## src/rtl/restoring_divider.sv

```systemverilog
// Sequential unsigned restoring divider: one trial subtraction per clock,
// WIDTH iterations per division, with a one-edge fast path for divide-by-zero.
module restoring_divider #(
   parameter int WIDTH = 4,
   parameter int CNT_W = 3
) (
   input  logic             clk,
   input  logic             rst_n,
   input  logic             start,
   input  logic [WIDTH-1:0] a,
   input  logic [WIDTH-1:0] b,
   output logic             busy,
   output logic             done,
   output logic [WIDTH-1:0] q,
   output logic [WIDTH-1:0] r,
   output logic             div_by_zero
);

   typedef enum logic {IDLE, RUN} state_t;

   state_t             state, state_nxt;
   logic [WIDTH-1:0]   rem, quo, divisor;
   logic [CNT_W-1:0]   cnt;
   logic               accept, last_iter;
   logic [WIDTH-1:0]   rem_sh, quo_sh, rem_nxt, quo_nxt;
   logic [WIDTH+1:0]   trial;
   logic               borrow;

   assign busy      = (state == RUN);
   assign last_iter = (cnt == CNT_W'(WIDTH - 1));

   // FSM state register
   always_ff @(posedge clk or negedge rst_n) begin
      if (!rst_n) state <= IDLE;
      else        state <= state_nxt;
   end

   // Next-state logic and start acceptance
   always_comb begin
      state_nxt = state;
      accept    = 1'b0;
      case (state)
         IDLE: begin
            if (start) begin
               accept = 1'b1;
               if (b != '0) state_nxt = RUN;
            end
         end
         RUN: begin
            if (last_iter) state_nxt = IDLE;
         end
         default: state_nxt = IDLE;
      endcase
   end

   // One restoring iteration: shift, trial subtract, keep or restore.
   // After k iterations rem < 2^k, so the shifted remainder never needs an
   // extra bit before the final step; the borrow is read across both top
   // bits of the widened difference, which are equal whenever it is negative.
   always_comb begin
      rem_sh  = {rem[WIDTH-2:0], quo[WIDTH-1]};
      quo_sh  = {quo[WIDTH-2:0], 1'b0};
      trial   = {2'b00, rem_sh} - {2'b00, divisor};
      borrow  = |trial[WIDTH+1:WIDTH];
      rem_nxt = borrow ? rem_sh : trial[WIDTH-1:0];
      quo_nxt = {quo_sh[WIDTH-1:1], ~borrow};
   end

   // Datapath registers and result outputs
   always_ff @(posedge clk or negedge rst_n) begin
      if (!rst_n) begin
         rem         <= '0;
         quo         <= '0;
         divisor     <= '0;
         cnt         <= '0;
         q           <= '0;
         r           <= '0;
         done        <= 1'b0;
         div_by_zero <= 1'b0;
      end else begin
         done <= 1'b0;
         if (accept) begin
            divisor     <= b;
            cnt         <= '0;
            div_by_zero <= (b == '0);
            rem         <= '0;
            quo         <= a;
            if (b == '0) begin
               q    <= '1;
               r    <= a;
               done <= 1'b1;
            end
         end else if (state == RUN) begin
            cnt <= cnt + 1'b1;
            rem <= rem_nxt;
            quo <= quo_nxt;
            if (last_iter) begin
               q    <= quo_nxt;
               r    <= rem_nxt;
               done <= 1'b1;
            end
         end
      end
   end

endmodule
```

## config.mk

```make
export PLATFORM = sky130hd
export DESIGN_NAME = restoring_divider
export DESIGN_NICKNAME = d
export VERILOG_FILES = /design/src/rtl/restoring_divider.sv
export SDC_FILE = /design/constraint.sdc
export NUM_CORES = 1
export LEC_CHECK = 0
export ABC_AREA = 1
export CORE_MARGIN = 8
export CORE_UTILIZATION = 30
export DETAILED_ROUTE_END_ITERATION = 12
export PLACE_DENSITY_LB_ADDON = 0.12
export REMOVE_ABC_BUFFERS = 1
export SLEW_MARGIN = 30
export SYNTH_ARGS = -nofsm -noshare
export SYNTH_HDL_FRONTEND = slang
export SYNTH_SLANG_ARGS = --single-unit
```

## constraint.sdc

```tcl
create_clock -name clk -period 3.7 [get_ports clk]
set_input_delay 0.74 -clock clk [delete_from_list [all_inputs] [get_ports clk]]
set_output_delay 0.74 -clock clk [all_outputs]
set_load 0.02 [all_outputs]
```

Yosys cells after proc, flatten, opt, wreduce, memory -nomap -nowiden
Index checks and enable logic that the tools add are counted.
{"block": "totals", "ff_bits": 25, "inputBits": 11, "out_inout_bits": 11, "word_cells": 46}
{"block": "classes", "n_addsub": 2, "eq_ne": 2, "muxes": 25, "n_bitwise": 2, "n_reduce_logical": 6}
{"op": "$mux W4", "n": 11}
{"op": "$mux W3", "n": 4}
{"op": "$mux W1", "n": 9}
{"op": "$sub A4 B4 Y5", "n": 1}
{"op": "$logic_not A4 Y1", "n": 1}
{"op": "$reduce_bool A2 Y1", "n": 2}
{"op": "$reduce_bool A4 Y1", "n": 1}
{"op": "$add A3 B1 Y3 const B", "n": 1}
{"op": "$eq A3 B2 Y1 const B", "n": 1}
{"op": "$reduce_and A3 Y1", "n": 1}
{"op": "$ne A2 B1 Y1 const B", "n": 1}
{"op": "$not A1 Y1", "n": 2}
{"op": "$pmux W1 S2", "n": 1}
{"op": "$reduce_or A2 Y1", "n": 1}

Longest topological paths before layout
{"block": "depth", "depth_word": 6, "mapped_depth": 10, "ltp_nobuf": 10}

Least setup slack after synthesis
OpenSTA, ideal clock, no wires.
{"block": "synth_path", "path_kind": "flip-flop to flip-flop", "from": "register quo[3]", "to": "register rem[0]", "setup_time_ps": 127, "arrival_ps": 1413, "t_required_ps": 3573, "path_slack_ps": 2161, "stages_incl_launch_ff": 10, "path_buffers": 0, "synth_period_minus_slack_ps": 1539, "cell_sequence": "dfrtp_1 -> inv_1 -> ha_1 -> fa_1 -> nor2_1 -> nor2_1 -> nand3_1 -> nand2_1 -> nand2_1 -> o21ai_0"}
{"block": "synth_via", "elab_chain_len": 5}
{"element": "start: declaration", "line_no": "22", "source": "logic [WIDTH-1:0] rem, quo, divisor;"}
{"element": "start signal: assignment", "line_no": "96", "source": "quo <= quo_nxt;"}
{"element": "$sub A4 B4 Y5", "line_no": "63", "source": "trial = {2'b00, rem_sh} - {2'b00, divisor};"}
{"element": "$reduce_or A2 Y1", "line_no": "64", "source": "borrow = |trial[WIDTH+1:WIDTH];"}
{"element": "$mux W4 *", "line_no": "65", "source": "rem_nxt = borrow ? rem_sh : trial[WIDTH-1:0];"}
{"element": "$mux W3 *", "line_no": "93", "source": "end else if (state == RUN) begin"}
{"element": "$mux W3 *", "line_no": "82", "source": "if (accept) begin"}
{"element": "end signal: assignment", "line_no": "95", "source": "rem <= rem_nxt;"}
{"element": "end: declaration", "line_no": "22"}
Every way passes the cells marked *; elsewhere a longest branch is shown, timed or not. The select of a mux whose other input is x is not followed.
A chain may end at the register's enable or synchronous reset.

Worst setup path after layout
{"block": "layout_path", "from": "register state, in the netlist busy", "to": "output port busy"}
{"element": "start: declaration", "line_no": "21", "source": "state_t state, state_nxt;"}
{"element": "start signal: assignment", "line_no": "35", "source": "else state <= state_nxt;"}
{"element": "end: declaration", "line_no": "12", "source": "output logic busy,"}
No word-level cell between the ends.

==> flow_metrics.py <==
metrics = {
    "clock_tree": {
        "cts_resized": 0,
        "cts_tree": "done",
        "clock_sinks": 25,
        "clkLatencyLatePin_ns": 0.28,
        "cts_inserted_buffers": 3,
        "post-cts-setup-buffers": 0,
        "htreeDepth": 1,
        "ctsLongestPathBuffers": 2,
        "cts_hold_buf": 0,
        "root_buffer": "clkbuf_8",
        "clkTransAtPathRegs_ns": 0.10,
    },
    "global_routing": {
        "use_met1_pct": 12.3,
        "grt_pass1_vias": 1038,
        "grt_max_degree": 26,
        "grt.total_usage_pct": 9.59,
        "antenna_found_initial": 0,
        "grt_pass1_wl_microns": 5010,
        "grt.met3_usage_pct": 2.95,
        "grt-ovfl-total": 0,
        "busiest_layer": "met2",
        "met2_usage_pct": 15.0,
    },
    "sta": {
        "finalSetupViolCount": 0,
        "max_slew_margin_pct": 72.1,
        "tns_ns": 0,
        "drv_slew": 0,
        "whs_ns": 0.478,
        "finClkSkew_ns": 0.00691,
        "finalCritPeriodShare_pct": 61.6,
        "grt_setup_unrepaired": "false",
        "post-route-min-period_ns": 2.28,
        "max_freq_ghz": 0.439,
        "hold_viol": 0,
        "tightest_slew_ns": 0.417,
    },
    "critical_path": {
        "end_kind": "output port",
        "cp-start-kind": "flip-flop",
        "crit_type": "flip-flop to output port",
        "crit_chain": "clkdlybuf4s50_1",
        "critical-path-top-delay-family": "buffers and inverters",
        "slowest_stage": "clkdlybuf4s50_1",
        "cp.required_ns": 2.96,
        "r2r-start": "quo[3]$_DFFE_PN0P_",
        "max_stage_delay_ns": 0.68,
        "cp_num_buf_inv": 1,
        "cp-startpoint": "busy$_DFF_PN0_",
        "critPathArrivalTime_ns": 1.54,
        "critPathMaxFanout": 8,
    },
    "finish": {
        "nets": 192,
        "fin_util_pct": 37.4,
        "drive_gt1_share_pct": 6.94,
        "design_area_sq_um": 1600,
        "syn_to_final_growth_pct": 22.1,
        "antenna_cells": 0,
    },
    "power_and_ir_drop": {
        "irDropWorstVdd_v": 0.000274,
        "p_per_area_nw_per_um2": 904,
        "leakage_uw": 0.000750,
        "power_uw": 1440,
    },
    "logic_synthesis": {
        "ys_seq_elements": 25,
        "synth_top_flop_cell": "dfrtp_1",
        "yosys.cell_types.count": 26,
        "synth_top_area_share_pct": 47.8,
        "synth_warnings": 0,
        "synth_cells": 151,
        "synthTopCellsByArea": "dfrtp_1 48%, nand2_1 13%, ha_1 5.7%, nor2_1 5.5%, inv_1 4.9%",
        "yosys.area.top_type": "dfrtp_1",
        "synth_edf_count": 0,
        "syn_area_sq_um": 1310,
        "yosysSeqAreaShare_pct": 47.8,
        "synth_area_per_cell_sq_um": 8.66,
        "async_flop_share_pct": 100,
    },
    "run": {
        "maxCapViolCount": 0,
    },
    "route": {
        "route.detailed.drc": 0,
        "ant_nets": 0,
        "drtPass1Iterations": 4,
        "viasPerCell": 4.48,
        "vias": 1008,
        "drt_iter0_drc": 62,
        "drt_wl_total_microns": 2920,
        "wl_per_cell_microns": 13.0,
    },
    "die": {
        "core_area_sq_um": 4260,
        "die_width_microns": 82.0,
        "design.portCount": 22,
        "fp-row-count": 24,
        "dieArea_sq_um": 6730,
        "initial_core_util_pct": 30.7,
        "die_y_microns": 82.0,
    },
    "hold_path": {
        "worst_hold_path_type": "flip-flop to flip-flop",
        "hp-start": "q[3]$_DFFE_PN0P_",
    },
    "placed_design": {
        "port_buffers": 21,
        "dpl.hpwl_microns": 2200,
        "gp_routability_congestion": 0.792,
        "placed_area_sq_um": 1550,
    },
    "outcome": {
        "status": "complete, no violations",
    },
}
==> synthesized netlist by cell type (2+ instances only) <==
library cell / number
dfrtp_1: 25
inv_1: 17
ha_1: 6
nand2_1: 44
o21ai_0: 9
nand3b_1: 2
nor2_1: 19
buf_6: 2
o211ai_1: 2
nand3_1: 9
==> final timing paths <==
check / endpoint / slack (ns) / cells past startpoint
setup / recovery: busy / 1.42 / 1
hold / removal: q[3]$_DFFE_PN0P_ / 0.48 / 2
setup reg to reg: rem[2]$_DFFE_PN0P_ / 1.93 / 9
hold reg to reg: q[3]$_DFFE_PN0P_ / 0.48 / 2
max in group asynchronous: busy$_DFF_PN0_ / 2.62 / 2
min in group asynchronous: r[2]$_DFFE_PN0P_ / 0.82 / 2
==> registers in the layout, indices dropped and copies added, names as in the netlist <==
register / count
done: 1
q: 4
rem: 3
div_by_zero: 1
quo: 4
divisor: 4
busy: 1
cnt: 3
r: 4
==> logic make-up (layout without fill, tap and decap cells) <==
family | count (synthesis) | after routing | synth area share (%)
and+or+nand+nor | 78 | 78 | 26.9
DFF | 25 | 25 | 47.8
buffers and inverters | 22 | 44 | 8.42
AOI/OAI and AO/OA | 18 | 18 | 8.90
adders and majority gates | 7 | 7 | 7.27
xor gates and xnor gates | 1 | 1 | 0.670
==> worst min-delay path: stages (launching register included) <==
cell and delay, ns:
dfrtp_1 0.35, nand2_1 0.05, nand2_1 0.04
==> report_power, final <==
| group | leakage [uW] | internal (uW) | switching, uW |
|---|---|---|---|
| Combinational | 0.000422 | 330 | 456 |
| Sequential | 0.000306 | 401 | 82.2 |
| Clock | 0.0000217 | 76.7 | 97.6 |
| Total | 0.000750 | 808 | 636 |
==> cell type report <==
| cell class | instances | area, sq um |
|---|---|---|
| multi-input combinational | 104 | 572 |
| clock buffer | 3 | 41.3 |
| tap | 52 | 65.1 |
| inverter | 18 | 67.6 |
| clock inverter | 1 | 7.51 |
| fill | 444 | 2670 |
| sequential | 25 | 626 |
| timing repair buffer | 22 | 218 |
==> metal layers <==
layer / part of all wire (%) / vias up
met2: 45 / 21
met4: 1.0 / 0
li1: - / 523
met5: 0 / -
met1: 48 / 460
met3: 6.3 / 4
==> per-stage QoR <==
stage          std cells  setup slack (ns)
2_1_floorplan        147              2.11
3_3_place_gp         221              1.49
3_5_place_dp         221              1.46
4_1_cts              225              1.39
5_1_grt              225              1.35
6_report             225              1.42
==> placed cells by master (no fill, tap or decap), drive strengths merged <==
cell / netlist / final
nand2: 45 / 45
dfrtp: 25 / 25
clkdlybuf4s50: 0 / 21
nor2: 21 / 21
inv: 18 / 18
nand3: 10 / 10
o21ai: 9 / 9
ha: 6 / 6
clkbuf: 0 / 3
nand3b: 2 / 2
o211ai: 2 / 2
a31oi: 2 / 2
a21oi: 2 / 2
xnor2: 1 / 1
o22ai: 1 / 1
o221ai: 1 / 1
a22o: 1 / 1
fa: 1 / 1
clkinvlp: 0 / 1
buf: 4 / 1
(Power assumes the default switching activity.)
